**src/rtl/mod_uart_tx_pkg.sv**
```systemverilog
// Shared constants for the memory-mapped UART transmitter: register map,
// status bit layout and FSM state encoding.
package mod_uart_tx_pkg;

    localparam logic [31:0] REG_STATUS = 32'h0000_0000;
    localparam logic [31:0] REG_DATA   = 32'h0000_0004;
    localparam int unsigned ADDR_SEL_BIT = 2;

    localparam int unsigned STAT_READY = 0;
    localparam int unsigned STAT_BUSY  = 1;
    localparam int unsigned STAT_OVF   = 2;

    typedef enum logic [1:0] {
        ST_IDLE  = 2'd0,
        ST_START = 2'd1,
        ST_DATA  = 2'd2,
        ST_STOP  = 2'd3
    } state_t;

endpackage

```
**src/rtl/mod_uart_tx_fifo.sv**
```systemverilog
// Byte FIFO with show-ahead read port; push and pop on the same edge both
// take effect, and a push while full is accepted when paired with a pop.
module mod_uart_tx_fifo #(
    parameter int unsigned DEPTH = 4
) (
    input  logic       clk,
    input  logic       rst,
    input  logic       push,
    input  logic [7:0] din,
    input  logic       pop,
    output logic [7:0] dout,
    output logic       full,
    output logic       empty
);

    localparam int unsigned PTR_W = $clog2(DEPTH);
    localparam int unsigned CNT_W = PTR_W + 1;

    logic [7:0]       mem [DEPTH];
    logic [PTR_W-1:0] wr_ptr;
    logic [PTR_W-1:0] rd_ptr;
    logic [CNT_W-1:0] count;
    logic             do_push;
    logic             do_pop;

    assign full    = (count == CNT_W'(DEPTH));
    assign empty   = (count == '0);
    assign do_pop  = pop & ~empty;
    assign do_push = push & (~full | do_pop);
    assign dout    = mem[rd_ptr];

    // Pointers wrap naturally because DEPTH is a power of two.
    always_ff @(posedge clk or posedge rst) begin
        if (rst) begin
            wr_ptr <= '0;
            rd_ptr <= '0;
            count  <= '0;
        end else begin
            if (do_push) wr_ptr <= wr_ptr + PTR_W'(1);
            if (do_pop)  rd_ptr <= rd_ptr + PTR_W'(1);
            case ({do_push, do_pop})
                2'b10:   count <= count + CNT_W'(1);
                2'b01:   count <= count - CNT_W'(1);
                default: count <= count;
            endcase
        end
    end

    always_ff @(posedge clk) begin
        if (do_push) mem[wr_ptr] <= din;
    end

endmodule

```
**src/rtl/mod_uart_tx.sv**
```systemverilog
// UART transmitter bus responder: register decode, sticky overflow flag and
// the 8N1 serialiser FSM draining the byte FIFO onto txd.
module mod_uart_tx
    import mod_uart_tx_pkg::*;
#(
    parameter int unsigned BAUD_DIV   = 434,
    parameter int unsigned FIFO_DEPTH = 4
) (
    input  logic        clk,
    input  logic        rst,
    input  logic        de,
    input  logic [31:0] daddr,
    input  logic        drw,
    input  logic [31:0] din,
    output logic [31:0] dout,
    output logic        txd
);

    localparam int unsigned CNT_W = (BAUD_DIV > 1) ? $clog2(BAUD_DIV) : 1;

    state_t           state, state_n;
    logic [CNT_W-1:0] cnt, cnt_n;
    logic [2:0]       idx, idx_n;
    logic [7:0]       shift, shift_n;
    logic             txd_n;
    logic             ovf, ovf_n;
    logic             pop;
    logic             push;
    logic             tc;
    logic             sel_data, sel_status;
    logic             wr_data, wr_status, rd_status;
    logic [7:0]       fifo_dout;
    logic             fifo_full, fifo_empty;
    logic             busy;
    logic             unused_bits;

    assign sel_data   = (daddr[ADDR_SEL_BIT] == REG_DATA[ADDR_SEL_BIT]);
    assign sel_status = (daddr[ADDR_SEL_BIT] == REG_STATUS[ADDR_SEL_BIT]);
    assign wr_data    = de & drw & sel_data;
    assign wr_status  = de & drw & sel_status;
    assign rd_status  = de & ~drw & sel_status;
    assign push       = wr_data & (~fifo_full | pop);
    assign tc         = (cnt == CNT_W'(BAUD_DIV - 1));
    assign busy       = (state != ST_IDLE) | ~fifo_empty;
    assign unused_bits = ^{daddr[31:3], daddr[1:0], din[31:8]};

    mod_uart_tx_fifo #(
        .DEPTH(FIFO_DEPTH)
    ) u_fifo (
        .clk  (clk),
        .rst  (rst),
        .push (push),
        .din  (din[7:0]),
        .pop  (pop),
        .dout (fifo_dout),
        .full (fifo_full),
        .empty(fifo_empty)
    );

    always_ff @(posedge clk or posedge rst) begin
        if (rst) begin
            state <= ST_IDLE;
            cnt   <= '0;
            idx   <= '0;
            shift <= '0;
            txd   <= 1'b1;
            ovf   <= 1'b0;
        end else begin
            state <= state_n;
            cnt   <= cnt_n;
            idx   <= idx_n;
            shift <= shift_n;
            txd   <= txd_n;
            ovf   <= ovf_n;
        end
    end

    // Next-state logic; txd is derived from the next state so it is registered.
    always_comb begin
        state_n = state;
        cnt_n   = cnt;
        idx_n   = idx;
        shift_n = shift;
        pop     = 1'b0;
        ovf_n   = ovf;
        txd_n   = 1'b1;

        case (state)
            ST_IDLE: begin
                if (!fifo_empty) begin
                    pop     = 1'b1;
                    shift_n = fifo_dout;
                    cnt_n   = '0;
                    state_n = ST_START;
                end
            end
            ST_START: begin
                if (tc) begin
                    cnt_n   = '0;
                    idx_n   = '0;
                    state_n = ST_DATA;
                end else begin
                    cnt_n = cnt + CNT_W'(1);
                end
            end
            ST_DATA: begin
                if (tc) begin
                    cnt_n   = '0;
                    shift_n = {1'b0, shift[7:1]};
                    idx_n   = idx + 3'd1;
                    if (idx == 3'd7) state_n = ST_STOP;
                end else begin
                    cnt_n = cnt + CNT_W'(1);
                end
            end
            ST_STOP: begin
                if (tc) begin
                    cnt_n = '0;
                    if (!fifo_empty) begin
                        pop     = 1'b1;
                        shift_n = fifo_dout;
                        state_n = ST_START;
                    end else begin
                        state_n = ST_IDLE;
                    end
                end else begin
                    cnt_n = cnt + CNT_W'(1);
                end
            end
            default: state_n = ST_IDLE;
        endcase

        case (state_n)
            ST_START: txd_n = 1'b0;
            ST_DATA:  txd_n = shift_n[0];
            default:  txd_n = 1'b1;
        endcase

        // A dropped byte outranks a clear on the same edge.
        if (wr_status && din[STAT_OVF]) ovf_n = 1'b0;
        if (wr_data && fifo_full && !pop) ovf_n = 1'b1;
    end

    always_comb begin
        dout = '0;
        if (rd_status) begin
            dout[STAT_READY] = ~fifo_full;
            dout[STAT_BUSY]  = busy;
            dout[STAT_OVF]   = ovf;
        end
    end

endmodule

```
**config.mk**
```make
export PLATFORM = sky130hd
export DESIGN_NAME = mod_uart_tx
export DESIGN_NICKNAME = d
export VERILOG_FILES = /design/src/rtl/mod_uart_tx_pkg.sv /design/src/rtl/mod_uart_tx_fifo.sv /design/src/rtl/mod_uart_tx.sv
export SDC_FILE = /design/constraint.sdc
export NUM_CORES = 1
export LEC_CHECK = 0
export CAP_MARGIN = 20
export CORE_ASPECT_RATIO = 0.5
export CORE_MARGIN = 3
export CORE_UTILIZATION = 50
export DETAILED_ROUTE_END_ITERATION = 7
export GPL_TIMING_DRIVEN = 0
export PLACE_DENSITY_LB_ADDON = 0.05
export SYNTH_ARGS = -nofsm -noshare
export SYNTH_HDL_FRONTEND = slang
export SYNTH_SLANG_ARGS = --single-unit
```
**constraint.sdc**
```tcl
create_clock -name clk -period 6.17 [get_ports clk]
set_clock_uncertainty 0.1 [all_clocks]
set_input_delay 1.234 -clock clk [delete_from_list [all_inputs] [get_ports clk]]
set_output_delay 1.234 -clock clk [all_outputs]
set_load 0.01 [all_outputs]
```
## Word level (Yosys, flattened, before mapping)

Memory sizes are Yosys's and may differ from the RTL's.
Index checks and enable logic that the tools add are counted.
W data, S select, Z words.

- Multipliers: 0
- Reduce and logical (&&, ||, !) cells: 14
- Multiplexer cells: 27
- Order comparisons: 0
- Eq/ne operators: 14
- Bitwise operators: 15
- $add $sub $neg: 6
- Shift-type cells: 0
- Divide/modulo/power cells: 0

Operators by type and width:

| operator | count |
|---|---|
| $mux W8 | 3 |
| $pmux W8 S3 | 1 |
| $mux W9 | 2 |
| $pmux W9 S2 | 1 |
| $pmux W3 S2 | 2 |
| $mux W2 | 5 |
| $add A9 B1 Y9 const B | 1 |
| $eq A9 B9 Y1 const B | 1 |
| $mux W3 | 3 |
| $and A1 B1 Y1 | 8 |
| $eq A2 B2 Y1 const B | 4 |
| $ne A2 B2 Y1 const B | 4 |
| $pmux W2 S4 | 1 |
| $reduce_bool A2 Y1 | 4 |
| $mux W1 | 7 |
| $add A3 B1 Y3 const B | 2 |
| $eq A2 B1 Y1 const B | 3 |
| $eq A3 B3 Y1 const B | 2 |
| $reduce_and A3 Y1 | 2 |
| $add A2 B1 Y2 const B | 2 |
| $not A1 Y1 | 4 |
| $pmux W1 S2 | 2 |
| $logic_and A1 B1 Y1 | 3 |
| $logic_not A3 Y1 | 1 |
| other kinds (6) | 8 |

- Bits in read-only memories: 0
- Memories kept: 1
- Output and inout bits: 33
- Flip-flop bits (word level): 31
- Input port bits: 68
- Bits in writable memories: 32
- Word-level logic and storage cells: 87
- Latch bits: 0

Memories:

| memory | depth | bits a word | read ports | clocked after memory_dff | wr ports | line | source |
|---|---|---|---|---|---|---|---|
| u_fifo.mem | 4 | 8 | 1 | 0 | 1 | mod_uart_tx_fifo.sv:19 | `logic [7:0] mem [DEPTH];` |

## Logic depth before layout (Yosys ltp)

Gate-level depths: netlist (run 1).

- Depth in word-level cells: 9
- Gate-level depth with buffers: 14

## By module

A second synthesis (run 1) with hierarchy kept.

- Cells, all modules: 274
- Area, all modules: 3,344.5 um^2

Modules (own cells, without submodules):

| module | instances | sequential area each (um^2) | cells an instance | area each (um^2) |
|---|---|---|---|---|
| mod_uart_tx | 1 | 601.8 | 193 | 1,752.9 |
| mod_uart_tx_fifo | 1 | 1,136.1 | 81 | 1,591.5 |

## Least setup slack after synthesis (run 1)

Ideal clock, no wire load.

- Path type: input to output
- From: in drw
- To: out dout[0]
- Arrival time: 1.890 ns
- Path slack: 2.946 ns
- Required time: 4.836 ns
- Path buffers: 0
- Cell stages on the path: 2
- Path through: or3b_2 > nor2_1

- Word-level cells in the longest chain between the ends: 4

RTL lines:

| what | line | source |
|---|---|---|
| start: declaration | mod_uart_tx.sv:13 | `input logic drw,` |
| $not A1 Y1 | mod_uart_tx.sv:41 | `assign rd_status = de & ~drw & sel_status;` |
| $and A1 B1 Y1 (2 in a row) | mod_uart_tx.sv:41 |  |
| $mux W3 | mod_uart_tx.sv:146 | `if (rd_status) begin` |
| end: declaration | mod_uart_tx.sv:15 | `output logic [31:0] dout,` |

No other way between the ends.

## Worst setup path in the final report (run 1)

- From: in de
- To: out dout[1]

- Word-level cells in the longest chain between the ends: 3

RTL lines:

| what | line | source |
|---|---|---|
| start: declaration | mod_uart_tx.sv:11 | `input logic de,` |
| $and A1 B1 Y1 (2 in a row) | mod_uart_tx.sv:41 |  |
| $mux W3 | mod_uart_tx.sv:146 |  |

No other way between the ends.

==> metrics.csv, run 1 <==
stage,metric,value,unit
grt,GRT Overall Usage,17.2,%
outcome,status,"finished, final reports clean",
critical_path,most frequent CP cell,clkdlybuf4s50_1,
grt,met1 Resource Use GR,22.1,%
cts,H-tree levels,3,
route,residual DRC count,0,
route,Vias per Instance,5.07,
cts,CTS root buf,clkbuf_16,
grt,met3 GRT Util,7.17,%
yosys,Yosys cell types,56,
power,Clk network pwr share,43.9,%
die,Initial Utilization,53.0,%
critical_path,critical path data arrival time,2900,ps
grt,initial antenna violation count,0,
cts,clock sinks,63,
route,drt wl/cell,14.4,um
layout,Syn-to-layout area delta,21.4,%
sta,Max-slew headroom,59.9,%
layout,ANT cells,0,
yosys,Yosys warnings,0,
die,I/O pin count,101,
cts,Worst-path clk slew,60,ps
power,Comb power frac,12.8,%
yosys,Main synth FF type,edfxtp_1,
sta,Slew Limit Fails,0,
sta,final hold vios,0,
grt,met2 Use GR,26.9,%
route,via count,2184,
power,Flop pwr share,43.3,%
cts,TritonCTS clock tree,yes,
grt,vias in the first global route,2057,
sta,Finish-stage setup viols,0,
critical_path,Worst EP required,4840,ps
critical_path,R2R Setup Slk,3290,ps
critical_path,worst-path fanout max,3,
die,Die H,63.5,um
critical_path,CP Launch Type,input port,
power,Leak,1.65,nW
place,Port-buffer cells,16,
layout,"commonest non-fill, non-tap cell in the layout",edfxtp_1,
cts,Clock Latency Late Sink,330,ps
cts,clk buf depth,2,
sta,Least-Margin Pin Slew,601,ps
layout,"commonest cells after routing, fill and taps aside","32 x edfxtp_1, 30 x dfrtp_1, 29 x buf_4, 29 x conb_1, 24 x nand2_1",
critical_path,Crit path largest cell delay,550,ps
critical_path,Setup crit start,de,
route,Routed Antenna Nets,0,
job,maxcap violations,0,
power,Net Sw Power,0.298,mW
route,Iter 0 DRT Violations,145,
power,Peak VDD IR,0.266,mV
place,HPWL reported at the end of detailed placement,4410,um
route,Pre-antenna DRT Iters,4,
critical_path,Setup crit end,dout[1],
layout,sequential cell area,1740,um2
layout,multi-input combinational cell area,1350,um2
grt,busiest layer in global routing,met2,
die,core footprint,6230,um2
critical_path,worst reg2reg path endpoint,u_fifo.count[2]$_DFFE_PP0P_,
critical_path,critical-path cell list,clkdlybuf4s50_1 > or3b_2 > nor2_1 > clkdlybuf4s50_1,
cts,post-cts sizing count,0,
sta,Max Freq,0.236,GHz
layout,nets,420,
die,chip width,121,um
cts,TritonCTS Buffers,9,
layout,share of cells above drive strength 1,20.4,%
power,PwrDens,287,nW/um2
route,"wirelength, routed",6190,um
critical_path,CP Class,input port to primary output,
yosys,synthesized instance count,282,
sta,RSZ-0062 raised after global routing,no,
power,Sw Ratio,25.9,%
grt,GRT overflow,0,
yosys,Synth Cell Area,3300,um2
grt,pin count of the biggest net entering global routing,20,
sta,Setup TNS,0,ps
place,Placed Area,3700,um2
yosys,Post-synth EDFFs,32,
power,Internal Power,0.854,mW
cts,CTS Hold Bufs,0,
sta,fin crit share,68.6,%
sta,worst hold slack,388,ps
critical_path,cells on worst reg2reg path,13,
critical_path,Worst path slowest cell,clkdlybuf4s50_1,
sta,min Tclk post-route,4240,ps
cts,Post-CTS Setup Bufs,0,
layout,design area,4010,um2
layout,Filler Cells Inserted,484,
critical_path,Critical R2R Launch,cnt[0]$_DFFE_PP0P_,
grt,first-pass GRT wire length,10100,um
yosys,Seq cells post-synth,63,
place,GPL Wtd Cong,0.796,
yosys,"Seq/Total Area, Yosys",52.6,%
critical_path,CP Capture Type,primary output,
die,Rows,20,
hold_path,min-delay worst type,flip-flop to flip-flop,
die,Die Area,7670,um2
yosys,ys async rst share,49.2,%
yosys,Mapped Avg Cell Area,11.7,um2
## power groups by stage
stage | registers [mW] | clock network, mW | logic (mW)
5_1_grt | 0.503 | 0.536 | 0.168
2_1_floorplan | 0.500 | 0 | 0.105
4_1_cts | 0.498 | 0.514 | 0.148
3_3_place_gp | 0.504 | 0 | 0.135
3_5_place_dp | 0.506 | 0 | 0.148
6_report | 0.499 | 0.505 | 0.148
## synth_stat cells (all sizes together) (4+ instances only)
library cell	n	area, um2
o31ai	7	52.6
and2	6	37.5
o21ai	24	120
a21oi	14	70.1
inv	12	45.0
nor3	6	35.0
buf	33	250
dfrtp	30	751
and3	4	31.3
nand3	5	25.0
clkbuf	6	22.5
ha	13	163
nand2	24	90.1
xor2	4	35.0
edfxtp	32	961
mux4	8	180
nor2	14	52.6
## cell type report
class / count / share of cell area, %
Multi-Input combinational cell: 196 / 33.7
Clock inverter: 7 / 1.97
Timing Repair Buffer: 17 / 4.68
Inverter: 12 / 1.12
Sequential cell: 63 / 43.4
Clock buffer: 9 / 5.62
Buffer: 39 / 6.80
Tap cell: 88 / 2.75
## worst min path at each step
stage / from / slack, ps / depth (start not counted) / to
after global placement: shift[7]$_DFFE_PP0P_ / 370 / 2 / shift[7]$_DFFE_PP0P_
after detailed placement: shift[1]$_DFFE_PP0P_ / 370 / 1 / shift[1]$_DFFE_PP0P_
final: shift[1]$_DFFE_PP0P_ / 390 / 1 / shift[1]$_DFFE_PP0P_
after CTS: shift[1]$_DFFE_PP0P_ / 390 / 1 / shift[1]$_DFFE_PP0P_
after global routing: idx[1]$_DFFE_PP0P_ / 430 / 1 / idx[1]$_DFFE_PP0P_
after floorplan: shift[1]$_DFFE_PP0P_ / 350 / 1 / shift[1]$_DFFE_PP0P_
## kinds of logic after synthesis
| logic type | share of synthesized area [%] |
|---|---|
| simple gates | 11.7 |
| buf+inv | 9.62 |
| mux | 6.10 |
| fa+ha+maj | 5.53 |
| other cells | 0.114 |
| compound gates | 12.4 |
| xor+xnor | 1.86 |
| flops | 52.6 |
## registers in the layout, indices dropped and copies added, names as in the netlist, 2 cells and up
name	count
idx	3
u_fifo.mem	32
state	2
u_fifo.count	3
u_fifo.wr_ptr	2
shift	8
u_fifo.rd_ptr	2
cnt	9
## through the flow
| stage | setup WS [ps] | power [mW] | util, % | instances |
|---|---|---|---|---|
| detailed placement | 1920 | 0.654 | 59.5 | 415 |
| CTS | 1920 | 1.16 | 64.3 | 431 |
| global route | 1900 | 1.21 | 64.3 | 431 |
| global placement | 1980 | 0.640 | 59.0 | 414 |
| finish | 1930 | 1.15 | 64.3 | 431 |
| floorplan | 2950 | 0.605 | - | 310 |
## per-layer routing
metal,routed length (um),up-vias,share of wire [%]
met1,2810,1044,45
met5,0,-,0
met2,2890,61,47
met4,52,0,0.84
met3,443,6,7.2
li1,-,1073,-
## critical path, delay by kind of cell
kind | cells | cell delay (ps)
buf+inv | 2 | 1050
simple gates | 2 | 610
Power figures use the tool's default switching activity.
==> run 2, diff against run 1 <==
Settings changed: CORE_UTILIZATION 50 to 43.
Clock period 6.17 ns to 3.5 ns, I/O delays scaled along.
==> run 2 against run 1 <==
  * Register-to-register slack got worse by 2600 ps
  * Sequential power rose by 77%
  * Die area rose by 15%
  * Core utilization fell by 7.5 points
  * Largest power group is now registers
  * Largest cell class unchanged
  * Critical path type is now flip-flop to primary output
  * Cell count rose by 0.93%
  * Global-route usage fell by 1.0 points
  * Power rose by 72%
  * Critical path depth rose by 3
  * Via count rose by 1.3%
  * Worst setup slack got worse by 1700 ps
  * Routed wire length rose by 2.5%
  * Highest routed layer unchanged
==> metrics.csv, run 2 (synthesis gave the netlist of run 1 again) <==
stage,metric,value,unit,change
layout,largest registers,"u_fifo.mem (32), cnt (9), shift (8)",,
critical_path,CP Capture Type,primary output,,
layout,Syn-to-layout area delta,21.2,%,
cts,H-tree levels,3,,unchanged
critical_path,CP Class,flip-flop to primary output,,
sta,Finish-stage setup viols,0,,unchanged
cts,Clock Latency Late Sink,320,ps,about the same
place,HPWL reported at the end of detailed placement,4530,um,+2.5%
die,Rows,21,,+5.0%
grt,pin count of the biggest net entering global routing,20,,unchanged
route,Routed Antenna Nets,0,,unchanged
cts,CTS Hold Bufs,0,,unchanged
grt,first-pass GRT wire length,10500,um,+4.7%
layout,nets,420,,unchanged
critical_path,worst-path fanout max,10,,+7
layout,design area,4000,um2,-0.19%
cts,CTS root buf,clkbuf_16,,
grt,GRT Overall Usage,16.2,%,-1.0 points
sta,Max-slew headroom,59.1,%,-0.75 points
cts,Worst-path clk slew,50,ps,about the same
layout,"commonest cells after routing, fill and taps aside","32 x edfxtp_1, 30 x dfrtp_1, 29 x buf_4, 29 x conb_1, 24 x nand2_1",,
critical_path,CP Launch Type,flip-flop,,
route,Iter 0 DRT Violations,122,,-16%
critical_path,critical path data arrival time,2500,ps,-400 ps
route,via count,2212,,+1.3%
die,core footprint,7040,um2,+13%
sta,Least-Margin Pin Slew,612,ps,+11.3 ps
die,chip width,130,um,+7.4%
sta,final hold vios,0,,unchanged
grt,initial antenna violation count,0,,unchanged
sta,Slew Limit Fails,0,,unchanged
place,total placed cells including tap cells,419,,+0.96%
sta,fin crit share,94.1,%,
route,"wirelength, routed",6340,um,+2.5%
power,Peak VDD IR,0.302,mV,+13%
route,Vias per Instance,5.09,,+0.35%
cts,clock sinks,63,,unchanged
place,Port-buffer cells,16,,unchanged
sta,RSZ-0062 raised after global routing,no,,
grt,vias in the first global route,2102,,+2.2%
layout,Filler Cells Inserted,591,,+22%
cts,clk buf depth,2,,unchanged
place,GPL Wtd Cong,0.808,,+1.5%
sta,Setup TNS,0,ps,unchanged
layout,"commonest non-fill, non-tap cell in the layout",edfxtp_1,,
hold_path,min-delay worst type,flip-flop to flip-flop,,
sta,worst hold slack,385,ps,-3.32 ps
die,I/O pin count,101,,unchanged
die,Die H,68.0,um,+7.1%
layout,Biggest register,u_fifo.mem,,
power,PwrDens,495,nW/um2,+72%
die,Die Area,8830,um2,+15%
route,Pre-antenna DRT Iters,4,,unchanged
layout,ANT cells,0,,unchanged
layout,final core occ,56.8,%,-7.5 points
critical_path,Worst EP required,2700,ps,-2140 ps
grt,GRT overflow,0,,unchanged
sta,Max Freq,0.303,GHz,
sta,min Tclk post-route,3300,ps,
die,Initial Utilization,46.9,%,-6.1 points
cts,TritonCTS Buffers,9,,unchanged
cts,TritonCTS clock tree,yes,,
cts,post-cts sizing count,0,,unchanged
cts,Post-CTS Setup Bufs,0,,unchanged
layout,share of cells above drive strength 1,20.1,%,-0.29 points
place,Placed Area,3710,um2,+0.14%
power,Leak,1.65,nW,-0.19%
layout,max reg flops,32,,unchanged
route,drt wl/cell,14.6,um,+1.5%
layout,fin cells,435,,+0.93%
job,maxcap violations,0,,unchanged
route,residual DRC count,0,,unchanged
outcome,status,"finished, final reports clean",,
[run 2: cell types whose count changed in the layout (fill, tap and decap cells not counted)]
| cell | change |
|---|---|
| clkbuf_2 | +1 |
| clkinv_1 | +1 |
| clkinv_2 | +1 |
| clkinv_4 | -1 |
| inv_6 | -2 |
[run 2: path summary, 6_finish.rpt]
path	startpoint	endpoint	slack, ps	depth (start not counted)
hold / removal	shift[1]$_DFFE_PP0P_	shift[1]$_DFFE_PP0P_	380	1
max in group asynchronous	rst	u_fifo.wr_ptr[0]$_DFFE_PP0P_	2130	3
setup / recovery	state[1]$_DFF_PP0_	dout[1]	200	7
setup reg to reg	cnt[0]$_DFFE_PP0P_	u_fifo.count[2]$_DFFE_PP0P_	650	13
hold reg to reg	shift[1]$_DFFE_PP0P_	shift[1]$_DFFE_PP0P_	380	1
min in group asynchronous	rst	cnt[1]$_DFFE_PP0P_	660	2
[run 2: where the power goes]
part | internal, mW | switching (mW)
Sequential | 0.839 | 0.0423
Clock | 0.546 | 0.302
Combinational | 0.109 | 0.142
[run 2: through the flow]
| step | power [mW] | setup WS (ps) |
|---|---|---|
| after floorplan | 1.07 | 875 |
| after global placement | 1.13 | 378 |
| after detailed placement | 1.15 | 363 |
| after CTS | 2.01 | 30.0 |
| after global routing | 2.09 | 8.56 |
| final | 1.98 | 205 |
[run 2: critical path: stages (launching register included)]
cell	delay (ps)
dfrtp_1	440
inv_1	100
ha_1	300
clkbuf_2	270
and2_1	150
clkbuf_1	340
nor2_1	90
clkdlybuf4s50_1	490
[run 2: routing by layer]
layer | share of wire [%] | vias to the layer above | GRT usage, % | wire [um]
met5 | 0 | - | 0 | 0
met3 | 5.9 | 4 | 5.38 | 376
met1 | 45 | 1075 | 20.2 | 2830
met4 | 0.66 | 0 | 6.61 | 42
li1 | - | 1073 | - | -
met2 | 49 | 60 | 26.6 | 3090
[run 2: area by class of cell]
cell class                      instances  area [um2]  area share [%]
Inverter                               12        45.0            1.13
Buffer                                 39         274            6.85
Multi-Input combinational cell        196        1350            33.8
Clock inverter                          6        61.3            1.53
Sequential cell                        63        1740            43.4
Timing Repair Buffer                   17         188            4.69
Clock buffer                           10         229            5.72
Tap cell                               92         115            2.88
==> run 3, diff against run 2 <==
Settings changed: CTS_CLUSTER_SIZE set to 24, SETUP_SLACK_MARGIN set to 0.02, SYNTH_HIERARCHICAL set to 1.
==> run 3 against run 2 <==
  * First-iteration DRC count decreased by 19%
  * Core utilization decreased by 1.8 points
  * Cell count decreased by 0.92%
  * Die area increased by 1.2%
  * Non-clock buffer count decreased by 2
  * Critical endpoint is now u_fifo/count[1]$_DFFE_PP0P_
==> metrics.csv, run 3 <==
stage,metric,value,unit,change
yosys,most common cell in the synthesized netlist,edfxtp_1,,
yosys,Seq cells post-synth,63,,unchanged
power,Peak VDD IR,0.459,mV,+52%
layout,nets,414,,-1.4%
yosys,share of the synthesized area in the top cell type,28.7,%,-0.37 points
cts,CTS Hold Bufs,0,,unchanged
place,total placed cells including tap cells,414,,-1.2%
sta,final hold vios,0,,unchanged
place,GPL Wtd Cong,0.780,,-3.4%
hold_path,Hold Path End,cnt[8]$_DFFE_PP0P_,,
cts,Clock Latency Late Sink,330,ps,about the same
yosys,Yosys warnings,6,,+6
grt,GRT overflow,0,,unchanged
cts,clk buf depth,2,,unchanged
place,HPWL reported at the end of detailed placement,4170,um,-7.8%
power,Internal Power,1.60,mW,+7.3%
outcome,status,"finished, final reports clean",,
route,Vias per Instance,4.91,,-3.5%
power,Overall Power,2.13,mW,+7.4%
cts,Worst-path clk slew,60,ps,about the same
job,maxcap violations,0,,unchanged
place,Port-buffer cells,16,,unchanged
layout,design area,4090,um2,+2.2%
layout,"commonest cells after routing, fill and taps aside","32 x edfxtp_1, 30 x dfrtp_1, 29 x buf_4, 29 x conb_1",,
yosys,synthesized instance count,274,,-2.8%
critical_path,CP Launch Type,flip-flop,,
route,Pre-antenna DRT Iters,4,,unchanged
grt,pin count of the biggest net entering global routing,25,,+25%
yosys,Synth Cell Area,3340,um2,+1.3%
die,Rows,22,,+4.8%
grt,vias in the first global route,1921,,-8.6%
layout,Biggest register,u_fifo/mem,,
grt,GRT Overall Usage,14.4,%,-1.8 points
layout,"commonest non-fill, non-tap cell in the layout",edfxtp_1,,
critical_path,worst reg2reg path endpoint,u_fifo/count[1]$_DFFE_PP0P_,,
grt,initial antenna violation count,0,,unchanged
hold_path,HP Start,cnt[8]$_DFFE_PP0P_,,
sta,fin crit share,90.5,%,-3.6 points
sta,RSZ-0062 raised after global routing,no,,
layout,share of cells above drive strength 1,25.7,%,+5.6 points
place,dpl ws,333,ps,-30.8 ps
sta,worst setup margin,332,ps,+127 ps
yosys,ys async rst share,49.2,%,unchanged
power,Net Sw Power,0.524,mW,+7.7%
sta,Setup TNS,0,ps,unchanged
layout,ANT cells,0,,unchanged
die,chip width,131,um,+0.61%
layout,final core occ,55.0,%,-1.8 points
power,Flop pwr share,41.4,%,-3.1 points
critical_path,Critical R2R Launch,cnt[1]$_DFFE_PP0P_,,
cts,clock sinks,63,,unchanged
route,Routed Antenna Nets,0,,unchanged
critical_path,CP Class,flip-flop to flip-flop,,
power,Comb power frac,13.1,%,+0.4 points
layout,Syn-to-layout area delta,22.3,%,
cts,TritonCTS Buffers,9,,unchanged
route,via count,2115,,-4.4%
die,I/O pin count,101,,unchanged
sta,Least-Margin Pin Slew,590,ps,-22.3 ps
cts,H-tree levels,3,,unchanged
place,Placed Area,3730,um2,+0.54%
die,Initial Utilization,45.0,%,-1.9 points
cts,TritonCTS clock tree,yes,,
yosys,Post-synth EDFFs,32,,unchanged
sta,Slew Limit Fails,0,,unchanged
power,PwrDens,520,nW/um2,+5.1%
route,drt wl/cell,13.8,um,-5.5%
route,"wirelength, routed",5940,um,-6.4%
yosys,"Seq/Total Area, Yosys",52.0,%,-0.67 points
route,Iter 0 DRT Violations,99,,-19%
critical_path,critical path data arrival time,3310,ps,+810 ps
hold_path,worst hold path cell count,1,,unchanged
critical_path,worst-path fanout max,9,,-1
yosys,"top cells by area, synth","edfxtp_1 29%, dfrtp_1 22%, buf_4 6.5%",,
power,Leak,1.74,nW,+5.5%
critical_path,cells on worst reg2reg path,14,,+1
layout,largest registers,"u_fifo/mem (32), cnt (9), shift (8)",,
die,Die H,68.4,um,+0.58%
sta,min Tclk post-route,3170,ps,-127 ps
sta,worst hold slack,393,ps,+8.72 ps
critical_path,CP Capture Type,flip-flop,,
layout,max reg flops,32,,unchanged
layout,fin cells,431,,-0.92%
power,Sw Ratio,24.6,%,+0.055 points
die,core footprint,7430,um2,+5.5%
sta,Max Freq,0.316,GHz,+4.0%
yosys,Main synth FF type,edfxtp_1,,
yosys,Commonest cells post-synth,"32 x edfxtp_1, 30 x dfrtp_1, 29 x buf_4",,
die,Die Area,8940,um2,+1.2%
yosys,Mapped Avg Cell Area,12.2,um2,+4.2%
sta,Finish-stage setup viols,0,,unchanged
hold_path,min-delay worst type,flip-flop to flip-flop,,
yosys,Yosys cell types,52,,-7.1%
sta,Max-slew headroom,60.7,%,+1.5 points
yosys,Synth area leader,edfxtp_1,,
power,Clk network pwr share,45.5,%,+2.7 points
critical_path,Worst EP required,3640,ps,+940 ps
cts,CTS root buf,clkbuf_16,,
route,residual DRC count,0,,unchanged
critical_path,R2R Setup Slk,330,ps,-320 ps
grt,first-pass GRT wire length,9590,um,-9.0%
run 3: cell types whose count changed after synthesis, moves of 3 or more:
cell,change
a21oi_1,-10
a22o_1,+4
a22o_2,+3
a31oi_1,+5
and2_1,-5
and2_2,+4
clkbuf_1,-5
inv_1,+3
mux2i_1,+6
o22a_1,-3
o31ai_1,-4
run 3: final cells by class:
| type | instances | area [um2] |
|---|---|---|
| Inverter | 15 | 56.3 |
| Fill cell | 618 | 3340 |
| Clock inverter | 7 | 103 |
| Multi-Input combinational cell | 187 | 1390 |
| Clock buffer | 9 | 225 |
| Buffer | 37 | 268 |
| Timing Repair Buffer | 17 | 188 |
| Tap cell | 96 | 120 |
| Sequential cell | 63 | 1740 |
run 3: worst max-delay path, cell delays in order (launching register included):
cell and delay (ps):
dfrtp_1 400, inv_1 60, ha_1 120, and4b_1 220, buf_6 140, a31oi_4 150
nor3_1 440, nand2b_1 190, nor2b_1 180, o21a_4 190, inv_1 50, ha_1 210
inv_1 70, fa_1 420, mux2i_1 160
run 3: routing by layer:
metal,vias to the layer above,share of wire (%),track usage (%)
met3,9,6.0,4.91
met4,0,1.4,5.00
met2,59,45,21.7
li1,1045,-,-
met1,1002,48,19.7
met5,-,0,0
run 3: cells by family after synthesis:
logic type	after synthesis	synth area share (%)
mux	17	8.27
buf+inv	52	9.69
compound gates	55	12.1
other cells	1	0.112
flops	63	52.0
simple gates	64	10.1
fa+ha+maj	16	6.21
xor+xnor	6	1.57
run 3: worst max path at each step:
stage                           startpoint                     endpoint  cells past startpoint
4_1_cts        u_fifo/count[0]$_DFFE_PP0P_                      dout[1]                      5
3_3_place_gp            cnt[0]$_DFFE_PP0P_  u_fifo/count[2]$_DFFE_PP0P_                     15
5_1_grt                 cnt[1]$_DFFE_PP0P_  u_fifo/count[1]$_DFFE_PP0P_                     14
6_report                cnt[1]$_DFFE_PP0P_  u_fifo/count[1]$_DFFE_PP0P_                     14
2_1_floorplan           cnt[0]$_DFFE_PP0P_  u_fifo/count[2]$_DFFE_PP0P_                     15
3_5_place_dp            cnt[0]$_DFFE_PP0P_  u_fifo/count[2]$_DFFE_PP0P_                     15
run 3: repair_timing:
action | 4_1_cts | 5_1_grt
gates resized for setup | 0 | 1
setup endpoints to repair | 0 | 1
buffers inserted | 0 | 0
run 3: power by group through the flow:
stage                     clock (mW)  sequential [mW]  combinational, mW
after floorplan                    0            0.882              0.209
final                          0.969            0.881              0.278
after global routing            1.03            0.887              0.318
after CTS                      0.992            0.879              0.277
after global placement             0            0.889              0.264
after detailed placement           0            0.892              0.275
